<file path="config.mk">
export PLATFORM = sky130hd
export DESIGN_NAME = i2c_target_regs
export DESIGN_NICKNAME = d
export VERILOG_FILES = /design/src/rtl/i2c_pkg.sv /design/src/rtl/i2c_bus_sync.sv /design/src/rtl/i2c_target_regs.sv
export SDC_FILE = /design/constraint.sdc
export NUM_CORES = 1
export LEC_CHECK = 0
export CAP_MARGIN = 20
export CORE_UTILIZATION = 45
export DETAILED_ROUTE_END_ITERATION = 6
export PLACE_DENSITY = 0.59
export SLEW_MARGIN = 10
export SYNTH_ARGS = -nofsm -noshare
export SYNTH_HDL_FRONTEND = slang
export SYNTH_SLANG_ARGS = --single-unit
</file>
<file path="constraint.sdc">
create_clock -name clk -period 4 [get_ports clk]
set_input_delay 0.8 -clock clk [delete_from_list [all_inputs] [get_ports clk]]
set_output_delay 0.8 -clock clk [all_outputs]
set_load 0.05 [all_outputs]
</file>
<file path="src/rtl/i2c_pkg.sv">
// Shared types and bus constants for the I2C target register block.
package i2c_pkg;

  typedef enum logic [3:0] {
    IDLE,
    ADDR,
    ADDR_ACK,
    REG,
    REG_ACK,
    WDATA,
    WDATA_ACK,
    RDATA,
    RDATA_ACK,
    IGNORE
  } i2c_tgt_state_t;

  localparam logic I2C_ACK     = 1'b0;
  localparam logic I2C_NACK    = 1'b1;
  localparam logic I2C_RW_READ = 1'b1;

endpackage

</file>
<file path="src/rtl/i2c_bus_sync.sv">
// Synchronises SCL/SDA into clk and emits 1-cycle SCL rise/fall and START/STOP pulses.
module i2c_bus_sync #(
  parameter int SYNC_STAGES = 2
) (
  input  logic clk,
  input  logic reset,
  input  logic scl_in,
  input  logic sda_in,
  output logic sda_s,
  output logic scl_rise,
  output logic scl_fall,
  output logic start_det,
  output logic stop_det
);

  logic [SYNC_STAGES-1:0] scl_sync_q;
  logic [SYNC_STAGES-1:0] sda_sync_q;
  logic                   scl_prev_q;
  logic                   sda_prev_q;
  logic                   scl_s;

  // Idle bus is high on both lines, so reset to 1 to avoid phantom edges.
  always_ff @(posedge clk) begin
    if (reset) begin
      scl_sync_q <= '1;
      sda_sync_q <= '1;
      scl_prev_q <= 1'b1;
      sda_prev_q <= 1'b1;
    end else begin
      scl_sync_q <= {scl_sync_q[SYNC_STAGES-2:0], scl_in};
      sda_sync_q <= {sda_sync_q[SYNC_STAGES-2:0], sda_in};
      scl_prev_q <= scl_s;
      sda_prev_q <= sda_s;
    end
  end

  assign scl_s     = scl_sync_q[SYNC_STAGES-1];
  assign sda_s     = sda_sync_q[SYNC_STAGES-1];
  assign scl_rise  = scl_s & ~scl_prev_q;
  assign scl_fall  = ~scl_s & scl_prev_q;
  assign start_det = scl_s & scl_prev_q & sda_prev_q & ~sda_s;
  assign stop_det  = scl_s & scl_prev_q & ~sda_prev_q & sda_s;

endmodule

</file>
<file path="src/rtl/i2c_target_regs.sv">
// I2C target with an NREGS x 8 register file and a synchronous host port.
// Define I2C_TGT_AUTOINC_EN to auto-increment the register pointer per data byte.
module i2c_target_regs
  import i2c_pkg::*;
#(
  parameter logic [6:0] DEV_ADDR    = 7'h48,
  parameter int         NREGS       = 16,
  parameter int         SYNC_STAGES = 2,
  localparam int        IW          = $clog2(NREGS)
) (
  input  logic          clk,
  input  logic          reset,
  input  logic          scl_in,
  input  logic          sda_in,
  output logic          sda_oe,
  input  logic          host_we,
  input  logic [IW-1:0] host_idx,
  input  logic [7:0]    host_wdata,
  output logic [7:0]    host_rdata,
  output logic          bus_wr_stb,
  output logic [IW-1:0] bus_wr_idx,
  output logic          busy
);

  logic sda_s, scl_rise, scl_fall, start_det, stop_det;

  i2c_bus_sync #(.SYNC_STAGES(SYNC_STAGES)) u_sync (
    .clk       (clk),
    .reset     (reset),
    .scl_in    (scl_in),
    .sda_in    (sda_in),
    .sda_s     (sda_s),
    .scl_rise  (scl_rise),
    .scl_fall  (scl_fall),
    .start_det (start_det),
    .stop_det  (stop_det)
  );

  i2c_tgt_state_t state_q, state_d;
  logic [2:0]     bitcnt_q, bitcnt_d;
  logic [6:0]     shift_q, shift_d;
  logic [6:0]     tx_q, tx_d;
  logic [IW-1:0]  ptr_q, ptr_d;
  logic [IW-1:0]  wr_idx_q, wr_idx_d;
  logic           sda_oe_q, sda_oe_d;
  logic           busy_q, busy_d;
  logic           stb_q, stb_d;
  logic           bus_we;
  logic [7:0]     host_rdata_q;
  logic [7:0]     regs_q [NREGS];
  logic [7:0]     rx_byte;
  logic [7:0]     reg_at_ptr;
  logic [IW-1:0]  next_ptr;

  assign rx_byte    = {shift_q, sda_s};
  assign reg_at_ptr = regs_q[ptr_q];

`ifdef I2C_TGT_AUTOINC_EN
  assign next_ptr = ptr_q + IW'(1);
`else
  assign next_ptr = ptr_q;
`endif

  always_ff @(posedge clk) begin
    if (reset) begin
      state_q  <= IDLE;
      bitcnt_q <= '0;
      shift_q  <= '0;
      tx_q     <= '0;
      ptr_q    <= '0;
      wr_idx_q <= '0;
      sda_oe_q <= 1'b0;
      busy_q   <= 1'b0;
      stb_q    <= 1'b0;
    end else begin
      state_q  <= state_d;
      bitcnt_q <= bitcnt_d;
      shift_q  <= shift_d;
      tx_q     <= tx_d;
      ptr_q    <= ptr_d;
      wr_idx_q <= wr_idx_d;
      sda_oe_q <= sda_oe_d;
      busy_q   <= busy_d;
      stb_q    <= stb_d;
    end
  end

  // In ACK states bitcnt is 0 before the ACK-clock rise and 1 after it.
  always_comb begin
    state_d  = state_q;
    bitcnt_d = bitcnt_q;
    shift_d  = shift_q;
    tx_d     = tx_q;
    ptr_d    = ptr_q;
    wr_idx_d = wr_idx_q;
    sda_oe_d = sda_oe_q;
    busy_d   = busy_q;
    stb_d    = 1'b0;
    bus_we   = 1'b0;
    if (stop_det) begin
      state_d  = IDLE;
      bitcnt_d = '0;
      sda_oe_d = 1'b0;
      busy_d   = 1'b0;
    end else if (start_det) begin
      state_d  = ADDR;
      bitcnt_d = '0;
      sda_oe_d = 1'b0;
    end else if (scl_rise) begin
      case (state_q)
        ADDR, REG, WDATA: begin
          shift_d  = rx_byte[6:0];
          bitcnt_d = bitcnt_q + 3'd1;
          if (bitcnt_q == 3'd7) begin
            if (state_q == ADDR) begin
              if (rx_byte[7:1] == DEV_ADDR) begin
                state_d = ADDR_ACK;
                busy_d  = 1'b1;
              end else begin
                state_d = IGNORE;
                busy_d  = 1'b0;
              end
            end else if (state_q == REG) begin
              ptr_d   = rx_byte[IW-1:0];
              state_d = REG_ACK;
            end else begin
              bus_we   = 1'b1;
              stb_d    = 1'b1;
              wr_idx_d = ptr_q;
              ptr_d    = next_ptr;
              state_d  = WDATA_ACK;
            end
          end
        end
        RDATA: begin
          bitcnt_d = bitcnt_q + 3'd1;
          if (bitcnt_q == 3'd7) state_d = RDATA_ACK;
        end
        ADDR_ACK, REG_ACK, WDATA_ACK: bitcnt_d = 3'd1;
        RDATA_ACK: begin
          if (sda_s == I2C_NACK) begin
            state_d = IGNORE;
            busy_d  = 1'b0;
          end else begin
            bitcnt_d = 3'd1;
            ptr_d    = next_ptr;
          end
        end
        default: ;
      endcase
    end else if (scl_fall) begin
      case (state_q)
        ADDR_ACK, REG_ACK, WDATA_ACK: begin
          if (bitcnt_q == 3'd0) begin
            sda_oe_d = ~I2C_ACK;
          end else begin
            bitcnt_d = '0;
            if (state_q == ADDR_ACK && shift_q[0] == I2C_RW_READ) begin
              state_d  = RDATA;
              tx_d     = reg_at_ptr[6:0];
              sda_oe_d = ~reg_at_ptr[7];
            end else begin
              sda_oe_d = 1'b0;
              state_d  = (state_q == ADDR_ACK) ? REG : WDATA;
            end
          end
        end
        RDATA: begin
          sda_oe_d = ~tx_q[6];
          tx_d     = {tx_q[5:0], 1'b0};
        end
        RDATA_ACK: begin
          if (bitcnt_q == 3'd0) begin
            sda_oe_d = 1'b0;
          end else begin
            bitcnt_d = '0;
            state_d  = RDATA;
            tx_d     = reg_at_ptr[6:0];
            sda_oe_d = ~reg_at_ptr[7];
          end
        end
        default: ;
      endcase
    end
  end

  // Bus write is issued last so it wins a same-index collision with the host.
  always_ff @(posedge clk) begin
    if (reset) begin
      for (int i = 0; i < NREGS; i++) regs_q[i] <= '0;
      host_rdata_q <= '0;
    end else begin
      if (host_we) regs_q[host_idx] <= host_wdata;
      if (bus_we)  regs_q[ptr_q]    <= rx_byte;
      host_rdata_q <= regs_q[host_idx];
    end
  end

  assign sda_oe     = sda_oe_q;
  assign busy       = busy_q;
  assign bus_wr_stb = stb_q;
  assign bus_wr_idx = wr_idx_q;
  assign host_rdata = host_rdata_q;

endmodule

</file>
### Word level (Yosys, flattened, before mapping)

Memory sizes are Yosys's and may differ from the RTL's. A register that Yosys moved wholly into a read port is not among the register bits.
Index checks and enable logic that the tools add are counted.
Widths: inputs -> output; s select.

| operators by class | value |
|---|---|
| eq/ne operators | 31 |
| reductions and logical operators | 26 |
| add/sub/neg operators | 1 |
| mux-type cells | 57 |
| bitwise gates (word level) | 18 |

Operators with widths:

| cell | number |
|---|---|
| $mux 4 | 13 |
| $mux 1 | 25 |
| $reduce_and 8->1 | 3 |
| $mux 3 | 7 |
| $mux 7 | 3 |
| $pmux 7 s3 | 1 |
| $eq 4x3->1 const B | 4 |
| $mux 8 | 2 |
| $ne 4x4->1 const B | 4 |
| $reduce_or 8->1 | 2 |
| $ne 3x3->1 const B | 5 |
| $reduce_and 7->1 | 2 |
| $ne 2x2->1 const B | 6 |
| $pmux 4 s3 | 1 |
| $not 1->1 | 11 |
| $pmux 3 s3 | 1 |
| $reduce_bool 3->1 | 3 |
| $reduce_or 3->1 | 3 |
| $eq 4x2->1 const B | 2 |
| $pmux 4 s2 | 1 |
| $reduce_or 4->1 | 2 |
| $and 1x1->1 | 7 |
| $eq 7x7->1 const B | 1 |
| $reduce_and 6->1 | 1 |
| 21 further kinds | 23 |

| storage, ports and cells | value |
|---|---|
| memories | 1 |
| word-level logic and storage cells | 148 |
| flip-flop bits (word level) | 38 |
| input port bits | 17 |
| bits in writable memories | 128 |

Memories:

| name | words | width | rd ports | clocked after memory_dff | write ports | line | RTL |
|---|---|---|---|---|---|---|---|
| regs_q | 16 | 8 | 2 | 2 | 16 | i2c_target_regs.sv:50 | `logic [7:0] regs_q [NREGS];` |

### Depth between registers and ports, before layout

Gate-level depths: netlist of the first run.

| logic depth | value |
|---|---|
| depth in word-level cells | 13 |
| depth in mapped cells | 9 |
| depth with buffers taken out | 7 |

### Modules after synthesis

Synthesis of the first run repeated with hierarchy kept, for this count alone.

| unflattened totals | value |
|---|---|
| cell total of the unflattened synthesis | 1005 |
| area total of the unflattened synthesis | 10435.0 um^2 |

By module, submodules not included:

| module | seq. area each (um^2) | times used | cells each | area an instance (um^2) |
|---|---|---|---|---|
| i2c_target_regs | 4724.5 | 1 | 989 | 10244.8 |
| i2c_bus_sync | 120.1 | 1 | 16 | 190.2 |

### Worst setup path before layout of the first run

Ideal clock, no wire load.

| timing path | value |
|---|---|
| path type | input to register |
| from | input host_idx[2] |
| to | memory regs_q[1][0] (enable) |
| library setup time | 0.384 ns |
| data required time | 3.616 ns |
| cell stages on the path | 6 |
| data arrival time | 2.470 ns |
| buffers on the path | 2 |
| slack | 1.146 ns |
| path through | clkbuf_1 -> or4b_2 -> clkbuf_1 -> nor2_1 -> nor2_1 -> o21ai_0 |

RTL lines:

| what | line | RTL |
|---|---|---|
| start, declared | i2c_target_regs.sv:17 | `input logic [IW-1:0] host_idx,` |
| end, declared | i2c_target_regs.sv:50 |  |

==> flow_summary.toml, run 1 <==
[status]
status = "finished, final reports clean"

[power]
p_leak_uw = 0.00436
power_frac_seq = 0.499
switchingPower_uw = 1050
peakVddDrop_v = 0.000216
clkPwrFrac = 0.409
powerDensity_nw_per_um2 = 352
p_int_uw = 3130
swShare = 0.252
pwr-share-comb = 0.092

[synth]
synth_top_area_frac = 0.364
synth_cell_types = 69
yosys-top-cells-count = "207 x nand2_1, 128 x edfxtp_1, 117 x mux2i_1"
yosysWarnings = 0
synth.largest_area_cell = "edfxtp_1"
synth_xor_xnor_area_share = 0.000829
yosys.area_share.simple = 0.159
syn_avg_cell_area_sq_um = 10.9
synthMuxAreaShare = 0.245
mappedNetlistArea_sq_um = 10600
synthFlopType = "edfxtp_1"
ys_ff_latch = 178
async_flop_share = 0
yosysSeqAreaShare = 0.459
synth-compound-area-share = 0.0863
synth.top_cells.by_area = "edfxtp_1 36%, mux4_2 12%, mux2i_1 11%"
synth_fa_ha_area_frac = 0.00711
synthCells = 971
synth_edf_count = 128
synth_nets = 994
yosysMostFrequentCell = "nand2_1"
synth_top_family_by_area = "multiplexers"

[sta]
slew_viol_final = 0
setup_tns_ps = 0
fmax_ghz = 0.336
slew_headroom = 0.298
final.setup_skew_ps = 16.1
tightest_slew_ps = 1050
period_needed_ps = 2980
hold_viol = 0
finalCritPeriodShare = 0.744
grt_setup_unrepaired = "false"
finalSetupViolations = 0
whs_ps = 419

[finish]
area_growth_pct = 12.4
seq_area_sq_um = 4850
fillers = 2084
multi_input_area_sq_um = 5280
drive_above_1_share = 0.179
final_net_count = 1013

[placement]
dp_hpwl_um = 23200
io_buffer_count = 31
gp_routability_congestion = 0.939

[floorplan]
rows = 55
fp.dieArea_sq_um = 24100
fp.dieW_um = 155
boundaryPins = 32
core-area_sq_um = 22800
die_h_um = 155
initial_core_util = 0.462

[global_routing]
grt_pass1_wl_um = 49500
grt_antenna_before_repair = 3
grt_pass1_vias = 7690
track_usage = 0.287
grt.overflow.total = 0
grt_max_degree = 38

[clock_network]
cts_setup_buffers = 0
h-tree-depth = 4
cts_hold_buffers = 0
cts_resized = 0
cts_tree = "yes"
cts.sink_count = 178
cts_buffers = 17
insertion_delay_ps = 440
clk_pin_slew_ps = 70
cts_root_buf = "clkbuf_16"
cts_buffer_depth = 2

[routing]
routedWlPerCell_um = 25.2
drt_iter0_markers = 1046
drc = 0
vias_per_cell = 6.09
drtPass1Iterations = 6
vias = 8020
ant_nets = 0
postRouteWirelength_um = 33200

[critical_path]
critical_path_arrival_ps = 3130
crit_required_ps = 4160
worstSetupPathType = "reg2reg"
crit_path_start_kind = "flop"
crit_fanout = 13
cp-end-kind = "flop"

[hold_path]
hp-class = "reg2reg"

[run]
drv_cap = 0
power by group through the flow:
stage | clock, uW | sequential (uW) | combinational (uW)
floorplan | 0 | 2120 | 215
global placement | 0 | 2120 | 369
detailed placement | 0 | 2120 | 371
CTS | 1720 | 2080 | 373
global route | 1790 | 2090 | 400
finish | 1710 | 2080 | 383
placed cells by master, fill, tap and decap left out, drive strengths merged, types with 3 or more instances in the layout:
cell type | netlist | routed
clkdlybuf4s50 | 0 | 29
o311a | 3 | 3
inv | 13 | 19
or2 | 9 | 9
and2 | 3 | 3
a21oi | 19 | 19
nor4 | 8 | 8
o31ai | 6 | 6
nand2b | 9 | 9
clkinv | 7 | 9
mux2 | 10 | 10
and3 | 9 | 9
nor4b | 3 | 3
nor3 | 5 | 5
dfxtp | 50 | 50
o21ai | 66 | 66
a211oi | 6 | 6
nor2 | 51 | 51
nand3 | 6 | 6
clkbuf | 43 | 21
mux4 | 58 | 58
nand2 | 207 | 207
mux2i | 117 | 117
clkinvlp | 0 | 3
a22oi | 14 | 14
edfxtp | 128 | 128
nor2b | 15 | 15
ha | 6 | 6
a221oi | 7 | 7
a31oi | 3 | 3
buf | 43 | 55
nand4 | 5 | 5
or4 | 11 | 11
final cells by class:
cell class / count / area share
Antenna cell: 1 / 0.000211
Clock inverter: 13 / 0.0123
Tap cell: 313 / 0.0330
Inverter: 20 / 0.00632
Timing Repair Buffer: 86 / 0.0590
Multi-Input combinational cell: 687 / 0.444
Sequential cell: 178 / 0.408
Clock buffer: 19 / 0.0365
registers in the layout (all words and copies together), names as in the netlist, named ones only:
signal,cells
tx_q,7
u_sync.scl_prev_q,1
shift_q,7
bus_wr_idx,4
u_sync.sda_sync_q,2
state_q,4
bitcnt_q,3
u_sync.scl_sync_q,2
bus_wr_stb,1
sda_oe,1
next_ptr,4
u_sync.sda_prev_q,1
busy,1
regs_q,128
host_rdata,8
per-stage QoR:
step / area, sq um / cells / worst slack (ps) / util / total power (uW)
CTS: 11800 / 1308 / 845 / 0.517 / 4180
finish: 11900 / 1317 / 1020 / 0.520 / 4180
global route: 11900 / 1316 / 878 / 0.519 / 4280
global placement: 11200 / 1274 / 701 / 0.492 / 2490
floorplan: 10600 / 971 / 1150 / - / 2340
detailed placement: 11200 / 1276 / 652 / 0.492 / 2500
worst max-delay path: stages, from the launching register on:
cell	delay (ps)
dfxtp_1	580
nand3b_1	230
a221oi_2	210
buf_4	240
nand3_2	200
buf_4	270
or4_1	750
mux2i_1	210
final timing paths:
kind | depth (start not counted) | endpoint | slack [ps] | start
max reg2reg | 7 | regs_q[14][0] | 1020 | state_q[0]
max | 7 | regs_q[14][0] | 1020 | state_q[0]
min | 1 | u_sync.sda_sync_q[1] | 420 | u_sync.sda_sync_q[0]
min reg2reg | 1 | u_sync.sda_sync_q[1] | 420 | u_sync.sda_sync_q[0]
routing by layer:
| metal | wire length (um) | vias up | GRT usage |
|---|---|---|---|
| li1 | - | 3627 | - |
| met1 | 13300 | 3908 | 0.374 |
| met2 | 16300 | 406 | 0.475 |
| met3 | 2540 | 77 | 0.0490 |
| met4 | 1120 | 2 | 0.117 |
| met5 | 9 | - | 0 |
kinds of logic (layout without fill, tap and decap cells):
| family | Yosys count | count (layout) |
|---|---|---|
| mux | 185 | 185 |
| simple gates | 351 | 351 |
| compound gates | 144 | 144 |
| other cells | 0 | 1 |
| flops | 178 | 178 |
| xor+xnor | 1 | 1 |
| fa+ha+maj | 6 | 6 |
| buf+inv | 106 | 138 |
Power figures use the tool's default switching activity.
==> run 2: changes to the inputs <==
==> constraint.sdc (replaced) <==
create_clock -name clk -period 3 [get_ports clk]
set_input_delay 0.6 -clock clk [delete_from_list [all_inputs] [get_ports clk]]
set_output_delay 0.6 -clock clk [all_outputs]
set_load 0.05 [all_outputs]
==> run 2 against run 1 <==
Utilization up 0.92 points; total power is 33% higher; critical endpoint is now regs_q[5][1]; cell count rose by 1.7%; non-clock buffer count increased by 23; final area is 1.8% higher; sequential share of layout area down 0.71 points; critical path type unchanged; critical path depth unchanged.
==> flow_summary.toml, run 2 (synthesis gave the netlist of run 1 again) <==
[run]
drv_cap = 0

[floorplan]
rows = 55
initial_core_util = 0.462
boundaryPins = 32
fp.dieW_um = 155
core-area_sq_um = 22800
fp.dieArea_sq_um = 24100
die_h_um = 155

[sta]
setup_tns_ps = 0
final.setup_skew_ps = 12.0
tightest_slew_ps = 944
finalSetupViolations = 0
slew_headroom = 0.369
finalCritPeriodShare = 0.941
whs_ps = 439
grt_setup_unrepaired = "false"
fmax_ghz = 0.354
hold_viol = 0
slew_viol_final = 0
period_needed_ps = 2820

[global_routing]
track_usage = 0.285
grt_antenna_before_repair = 2
grt_max_degree = 46
grt.overflow.total = 0
grt_pass1_vias = 7750
grt_pass1_wl_um = 49500

[finish]
finalNonFillerCells = 1339
drive_above_1_share = 0.201
largest_reg_flops = 128
n_antenna_cell = 0
layout_commonest_cell = "nand2_1"
regMostFlops = "regs_q"
area_growth_pct = 14.3
final_cell_mix = "207 x nand2_1, 128 x edfxtp_1, 117 x mux2i_1, 76 x buf_4, 64 x o21ai_0"
final_net_count = 1036

[clock_network]
cts_hold_buffers = 0
h-tree-depth = 4
insertion_delay_ps = 440
cts_buffers = 17
cts_buffer_depth = 2
clk_pin_slew_ps = 70
cts.sink_count = 178
cts_root_buf = "clkbuf_16"
cts_tree = "yes"

[critical_path]
rr_worst_depth = 7
worstSetupPathType = "reg2reg"
crit_path_max_incr_delay_ps = 430
r2r_start = "u_sync.scl_sync_q[1]"
reg2reg_slack_ps = 180
critPathSlowestCell = "or2_2"
cp_cell_sequence = "ha_1 > nand3b_1 > a221oi_2 > nand3_2 > or2_2 > o21ai_0 > buf_4"
cp-end-kind = "flop"
crit_path_start_kind = "flop"
crit_required_ps = 3150
critical_path_arrival_ps = 2970
crit_fanout = 12
reg2reg_to = "regs_q[5][1]"

[hold_path]
holdPathStages = 1
min_to = "u_sync.sda_sync_q[1]"
hp-class = "reg2reg"
worstHoldStart = "u_sync.sda_sync_q[0]"

[placement]
dp_cells = 1307
dp_hpwl_um = 24200
gp_routability_congestion = 0.958
io_buffer_count = 31

[power]
total_power_uw = 5550
p_leak_uw = 0.00449
powerDensity_nw_per_um2 = 459
peakVddDrop_v = 0.000254

[routing]
routedWlPerCell_um = 24.6
vias_per_cell = 6.06
vias = 8109
ant_nets = 0
drc = 0
postRouteWirelength_um = 32900
drt_iter0_markers = 886
drtPass1Iterations = 6

[status]
status = "finished, final reports clean"
[run 2: cell count changes in the layout (fill, tap and decap cells not counted), sizes merged]
cell,change
buf,+25
inv,+2
clkbuf,-3
diode,-1
bufinv,-1
[run 2: repair_timing]
action                                 4_1_cts  5_1_grt
buffers inserted                             0        0
setup endpoints to repair                    0       14
endpoints found under the hold margin        0        0
gates resized for setup                      0        2
[run 2: layout make-up]
cell class / instances / area [sq um]
fillers: 2045 / 10800
multi-input cells: 687 / 5280
flip-flops and latches: 178 / 4850
repair buffers: 109 / 911
clock buffers: 18 / 429
well taps: 313 / 392
clock inverters: 14 / 145
inverters: 20 / 75.1
[run 2: worst max path at each step]
stage                               startpoint       endpoint  slack [ps]  cells past startpoint
after global placement       u_sync.scl_prev_q   regs_q[0][2]          80                      7
after detailed placement               host_we   regs_q[0][2]         110                      6
after global routing      u_sync.scl_sync_q[1]  regs_q[14][4]          80                      7
final                     u_sync.scl_sync_q[1]   regs_q[5][1]         180                      7
after CTS                 u_sync.scl_sync_q[1]  regs_q[15][5]         110                      5
after floorplan              u_sync.scl_prev_q  regs_q[13][0]         290                      8
[run 2: stage by stage]
step	setup slack, ps	util	cell area (sq um)
after detailed placement	111	0.503	11500
after global routing	75.8	0.529	12100
after global placement	81.2	0.503	11500
final	178	0.529	12100
after floorplan	288	-	10600
after CTS	113	0.528	12100
[run 2: critical path, delay by kind of cell, from the launching register on]
family,cells,cell delay (ps)
adder cells (fa/ha/maj),1,210
buffers and inverters,1,260
AO/OA/AOI/OAI,2,770
AND/OR/NAND/NOR,3,890
flip-flops,1,390
[run 2: metal layers]
layer | wire (um) | vias up | GRT usage | share of wire
met1 | 13100 | 3977 | 0.366 | 0.40
met2 | 16100 | 383 | 0.475 | 0.49
met3 | 2720 | 67 | 0.0591 | 0.083
li1 | - | 3682 | - | -
met5 | 0 | - | 0 | 0
met4 | 1080 | 0 | 0.109 | 0.033
[run 2: report_power, final]
group / leakage [uW] / switching [uW] / internal, uW
Sequential: 0.00172 / 56.4 / 2720
Clock: 0.000273 / 1070 / 1180
Combinational: 0.00250 / 303 / 223
